--- src/rtl/top_level_if.sv ---
// Memory port between the s_proc_v1 core and its companion 256x16 ram.
interface top_level_if;
    logic [15:0] din;
    logic [7:0]  dout;
    logic [7:0]  adrs;
    logic        rw;

    modport master (
        input  din,
        output dout,
        output adrs,
        output rw
    );

    modport slave (
        output din,
        input  dout,
        input  adrs,
        input  rw
    );
endinterface

--- src/rtl/top_level.sv ---
// s_proc_v1: 8-bit accumulator core, two-clock FETCH/EXEC sequencing.
// Define TOPLEVEL_HALTED_EN to add the halted status output.
module top_level #(
    parameter logic [7:0] RESET_PC = 8'h00
) (
    input  logic        clk,
    input  logic        clr,
    top_level_if.master bus
`ifdef TOPLEVEL_HALTED_EN
    ,
    output logic        halted
`endif
);
    typedef enum logic [1:0] {
        FETCH,
        EXEC,
        HALT
    } state_t;

    localparam logic [3:0] OP_NOP = 4'h0;
    localparam logic [3:0] OP_LDA = 4'h1;
    localparam logic [3:0] OP_STA = 4'h2;
    localparam logic [3:0] OP_ADD = 4'h3;
    localparam logic [3:0] OP_SUB = 4'h4;
    localparam logic [3:0] OP_AND = 4'h5;
    localparam logic [3:0] OP_OR  = 4'h6;
    localparam logic [3:0] OP_XOR = 4'h7;
    localparam logic [3:0] OP_LDI = 4'h8;
    localparam logic [3:0] OP_JMP = 4'h9;
    localparam logic [3:0] OP_JZ  = 4'hA;
    localparam logic [3:0] OP_JC  = 4'hB;
    localparam logic [3:0] OP_NOT = 4'hC;
    localparam logic [3:0] OP_SHL = 4'hD;
    localparam logic [3:0] OP_SHR = 4'hE;
    localparam logic [3:0] OP_HLT = 4'hF;

    state_t      state, state_next;
    logic [7:0]  pc, pc_next;
    logic [15:0] ir, ir_next;
    logic [7:0]  acc, acc_next;
    logic        z, z_next;
    logic        c, c_next;
    logic        upd_z;

    logic [3:0]  op;
    logic [7:0]  a;
    logic [7:0]  m;
    logic [8:0]  sum;
    logic [8:0]  diff;
    logic        unused_bits;

    assign op   = ir[15:12];
    assign a    = ir[7:0];
    assign m    = bus.din[7:0];
    assign sum  = {1'b0, acc} + {1'b0, m};
    assign diff = {1'b0, acc} - {1'b0, m};

    assign unused_bits = &{1'b0, ir[11:8]};

    always_ff @(posedge clk) begin
        if (clr) begin
            state <= FETCH;
            pc    <= RESET_PC;
            ir    <= 16'h0000;
            acc   <= 8'h00;
            z     <= 1'b0;
            c     <= 1'b0;
        end else begin
            state <= state_next;
            pc    <= pc_next;
            ir    <= ir_next;
            acc   <= acc_next;
            z     <= z_next;
            c     <= c_next;
        end
    end

    always_comb begin
        state_next = state;
        pc_next    = pc;
        ir_next    = ir;
        acc_next   = acc;
        z_next     = z;
        c_next     = c;
        upd_z      = 1'b0;
        unique case (state)
            FETCH: begin
                ir_next    = bus.din;
                pc_next    = pc + 8'd1;
                state_next = EXEC;
            end
            EXEC: begin
                state_next = FETCH;
                unique case (op)
                    OP_NOP: ;
                    OP_LDA: begin
                        acc_next = m;
                        upd_z    = 1'b1;
                    end
                    OP_STA: ;
                    OP_ADD: begin
                        {c_next, acc_next} = sum;
                        upd_z = 1'b1;
                    end
                    OP_SUB: begin
                        {c_next, acc_next} = diff;
                        upd_z = 1'b1;
                    end
                    OP_AND: begin
                        acc_next = acc & m;
                        upd_z    = 1'b1;
                    end
                    OP_OR: begin
                        acc_next = acc | m;
                        upd_z    = 1'b1;
                    end
                    OP_XOR: begin
                        acc_next = acc ^ m;
                        upd_z    = 1'b1;
                    end
                    OP_LDI: begin
                        acc_next = a;
                        upd_z    = 1'b1;
                    end
                    OP_JMP: pc_next = a;
                    OP_JZ:  if (z) pc_next = a;
                    OP_JC:  if (c) pc_next = a;
                    OP_NOT: begin
                        acc_next = ~acc;
                        upd_z    = 1'b1;
                    end
                    OP_SHL: begin
                        c_next   = acc[7];
                        acc_next = {acc[6:0], 1'b0};
                        upd_z    = 1'b1;
                    end
                    OP_SHR: begin
                        c_next   = acc[0];
                        acc_next = {1'b0, acc[7:1]};
                        upd_z    = 1'b1;
                    end
                    OP_HLT: state_next = HALT;
                    default: ;
                endcase
            end
            HALT: ;
            default: state_next = FETCH;
        endcase
        if (upd_z) begin
            z_next = (acc_next == 8'h00);
        end
    end

    // clr overrides rw so a reset landing on a STA never writes
    assign bus.rw   = clr | ~((state == EXEC) && (op == OP_STA));
    assign bus.adrs = (state == EXEC) ? a : pc;
    assign bus.dout = acc;

`ifdef TOPLEVEL_HALTED_EN
    assign halted = (state == HALT) && !clr;
`endif
endmodule

--- src/flat_wrapper.sv ---
// flat-port wrapper written by rule: the top's interface ports become plain ports
module top_level_flat 
#(
    parameter logic [7:0] RESET_PC = 8'h00
)
  (clk, clr, bus_din, bus_dout, bus_adrs, bus_rw);
  top_level_if bus_i ();
  input  logic clk;
  input  logic clr;
  input wire logic [$bits(bus_i.din)-1:0] bus_din;
  output wire logic [$bits(bus_i.dout)-1:0] bus_dout;
  output wire logic [$bits(bus_i.adrs)-1:0] bus_adrs;
  output wire logic [$bits(bus_i.rw)-1:0] bus_rw;
  assign bus_i.din = bus_din;
  assign bus_dout = bus_i.dout;
  assign bus_adrs = bus_i.adrs;
  assign bus_rw = bus_i.rw;
  top_level #(.RESET_PC(RESET_PC)) u_core (.clk(clk), .clr(clr), .bus(bus_i));
endmodule
--- config.mk ---
export PLATFORM = sky130hd
export DESIGN_NAME = top_level_flat
export DESIGN_NICKNAME = d
export VERILOG_FILES = /design/src/rtl/top_level_if.sv /design/src/rtl/top_level.sv /design/src/flat_wrapper.sv
export SDC_FILE = /design/constraint.sdc
export NUM_CORES = 1
export LEC_CHECK = 0
export BUFFER_PORTS_ARGS = -buffer_cell sky130_fd_sc_hd__buf_2
export CORE_MARGIN = 10
export CORE_UTILIZATION = 55
export DETAILED_ROUTE_END_ITERATION = 6
export GPL_TIMING_DRIVEN = 0
export PLACE_DENSITY = 0.85
export SKIP_CTS_REPAIR_TIMING = 1
export SLEW_MARGIN = 25
export SYNTH_ARGS = -nofsm -noshare
export SYNTH_HDL_FRONTEND = slang
export SYNTH_SLANG_ARGS = --single-unit
--- constraint.sdc ---
create_clock -name clk -period 7.1 [get_ports clk]
set_clock_uncertainty 0.2 [all_clocks]
set_input_delay 1.42 -clock clk [delete_from_list [all_inputs] [get_ports clk]]
set_output_delay 1.42 -clock clk [all_outputs]
set_load 0.05 [all_outputs]
==> reports/results.txt <==
CP Launch Type: flip-flop
full die area: 0.00976 sq mm
PwrDens: 165 mW/mm^2
R2R Path Start: u_core.bus.dout[1]
vias in the first global route: 3333
clock buffer count from CTS: 5
Post-synth EDFFs: 0
Bufs and invs on worst path: 4
Final Hold Fails: 0
leading area contributor after synthesis: dfxtp_1
Critical Path AT: 2470 ps
# rows: 28
Die W: 98.8 um
antenna-violating nets left: 0
core area: 0.00599 sq mm
synth unique cells: 80
asr flop ratio synth: 0%
routed len/inst: 19.1 um
Longest Clk Path Bufs: 2
Area Overhead vs Synth: 9.64%
Area after DPL: 0.00365 sq mm
H-tree depth: 2
ys flop type: dfxtp_1
Leakage: 1.59 nW
largest net degree at the start of global routing: 11
Mapped Area: 0.00341 sq mm
Seq/Total Area, Yosys: 18.8%
Synth area leaders: dfxtp_1 19%, ha_1 9.2%, nand2_1 8.0%, a21oi_1 4.8%, nor2_1 4.0%
crit path cell chain: nor2b_1 > clkbuf_1 > clkbuf_1 > clkbuf_1 > nand2_1 > nand2_1 > buf_2
worst setup path startpoint: u_core.state[0]
max incr delay on CP: 440 ps
CP required: 5480 ps
# fillers: 563
Post-Syn Instances: 467
Die H: 98.8 um
syn_area_per_cell: 7.31 sq um
worst slew pin tran: 733 ps
worst-path fanout max: 10
TNS Setup: 0 ps
Root Driver: clkbuf_8
worst hold slack: 250 ps
status: finished clean
max-slew violation count: 0
Yosys reg bits: 32
Synth Net Count: 512
hold wc startpoint: u_core.c
largest delay contributor family on the critical path: buffers and inverters
DR DRC count: 0
worst relative slew slack: 50.6%
final WL: 11.1 mm
vias per std cell: 6.45
share of layout cells above drive strength 1: 13.7%
initial core utilization: 57.0%
minimum clock period: 4090 ps
CP max stage cell: dfxtp_1
grt ovf: 0
number of I/O pins: 35
antenna violations before repair: 0
Clock Latency Late Sink: 290 ps
Worst VDD drop: 0.146 mV
first-pass GRT wire length: 17.0 mm
Peak Freq: 0.244 GHz
area occupied by multi-input gates: 0.00243 sq mm
Setup CP Type: reg -> out
post-synth top area share: 18.8%
First-pass DRT Iterations: 5
setup violators final: 0
1st-iter DRT viols: 501
Clock Sinks: 32
crit end category: output port
Port-buffer cells: 29
# nets final: 548
register area: 641 sq um
final instance area: 0.00374 sq mm
fin crit share: 57.6%
vias: 3737
Most Frequent Cell on Critical Path: clkbuf_1
Yosys warning count: 0
Detailed Place HPWL: 8.30 mm
clock tree from TritonCTS: done
Total GRT Usage: 21.0%
RSZ-0062 raised after global routing: no
clk slew on worst S/H paths: 70 ps
worst min path class: reg -> reg
ANT cells: 0
placer congestion estimate: 1.02
max_cap viols: 0
worst paths after layout:
kind,end,slack [ps],depth (start not counted)
worst max-delay path,bus_adrs[4],3010,7
worst min-delay path,u_core.c,250,2
worst max register to register,u_core.z,3760,9
worst min register to register,u_core.c,250,2
worst register-to-register path, stage by stage (launching register included):
cell,delay (ps)
dfxtp_1,540
inv_1,160
ha_1,360
a211oi_1,530
nor2_1,230
o221a_1,260
a211oi_1,280
a41oi_2,220
nor4bb_1,340
a32o_1,160
area by class of cell:
cell class | instances | share of cell area, %
Multi-Input combinational cell | 371 | 64.8
Sequential cell | 32 | 17.1
Buffer | 32 | 5.98
Timing Repair Buffer | 29 | 3.88
Inverter | 32 | 3.28
Tap cell | 75 | 2.51
Clock buffer | 8 | 2.41
layer usage:
layer	vias up	track usage, %	wire length, um
met3	23	3.77	1090
met4	0	7.61	230
li1	1746	-	-
met2	251	32.0	4930
met5	-	0	0
met1	1717	28.7	4830
Yosys cell counts (all sizes together), types with 3 or more instances:
| cell type | instances |
|---|---|
| nor2 | 36 |
| o32ai | 5 |
| nand4 | 7 |
| mux2i | 9 |
| nor3 | 9 |
| a211o | 4 |
| nand2b | 11 |
| a31oi | 6 |
| nand2 | 73 |
| o21ai | 25 |
| a211oi | 7 |
| clkbuf | 12 |
| o221ai | 4 |
| o31ai | 5 |
| ha | 25 |
| and3 | 6 |
| nand3 | 13 |
| a221oi | 3 |
| nand3b | 4 |
| buf | 20 |
| o22ai | 3 |
| nor4bb | 3 |
| a21oi | 35 |
| inv | 32 |
| or3 | 7 |
| nor2b | 12 |
| nor3b | 6 |
| a22oi | 5 |
| and2 | 4 |
| dfxtp | 32 |
state kept, by name, summed over array words and instances (netlist names):
| register | flops |
|---|---|
| u_core.ir | 12 |
| u_core.bus.dout | 8 |
| u_core.z | 1 |
| u_core.state | 2 |
| u_core.pc | 8 |
| u_core.c | 1 |
placed cells by master (no fill, tap or decap), types with 3 or more instances in the layout:
cell type | Yosys | routed
nor4bb_1 | 3 | 3
nand3_1 | 13 | 13
o21ai_1 | 6 | 6
ha_1 | 25 | 25
o221ai_1 | 4 | 4
mux2i_1 | 9 | 9
nor2_1 | 36 | 36
a22oi_1 | 5 | 5
dfxtp_1 | 32 | 32
a211oi_1 | 7 | 7
inv_1 | 31 | 31
nor2b_1 | 12 | 12
nor3b_1 | 6 | 6
nand3b_1 | 4 | 4
o32ai_1 | 4 | 4
nand2b_1 | 9 | 9
or3_1 | 6 | 6
o21ai_0 | 18 | 18
a31oi_1 | 6 | 6
a21oi_1 | 33 | 33
nand2_1 | 73 | 73
buf_2 | 6 | 35
and3_1 | 6 | 6
and2_1 | 4 | 4
buf_4 | 5 | 5
nor3_1 | 9 | 9
clkbuf_8 | 0 | 6
a211o_1 | 4 | 4
nand4_1 | 7 | 7
clkbuf_1 | 11 | 13
o22ai_1 | 3 | 3
buf_6 | 4 | 4
o31ai_1 | 5 | 5
report_power, final:
part / switching [mW] / internal (mW) / total, mW
Combinational: 0.165 / 0.0914 / 0.256
Clock: 0.0717 / 0.0791 / 0.151
Sequential: 0.0188 / 0.192 / 0.211
cell families (layout without fill, tap and decap cells):
group / Yosys count / after routing / share of synthesized area (%)
and+or+nand+nor: 202 / 202 / 30.1
AOI/OAI and AO/OA: 130 / 130 / 27.0
buffers and inverters: 64 / 101 / 10.2
DFF: 32 / 32 / 18.8
adders and majority gates: 27 / 27 / 10.3
muxes: 10 / 10 / 3.08
xor gates and xnor gates: 2 / 2 / 0.513
metrics by stage:
step,util (%),setup WS [ps],total power [mW],instances
2_1_floorplan,-,3390,0.397,467
3_3_place_gp,61.0,2970,0.457,571
3_5_place_dp,61.0,2920,0.462,571
4_1_cts,62.5,3050,0.609,579
5_1_grt,62.5,2820,0.643,579
6_report,62.5,3010,0.618,579
(Power assumes the default switching activity.)
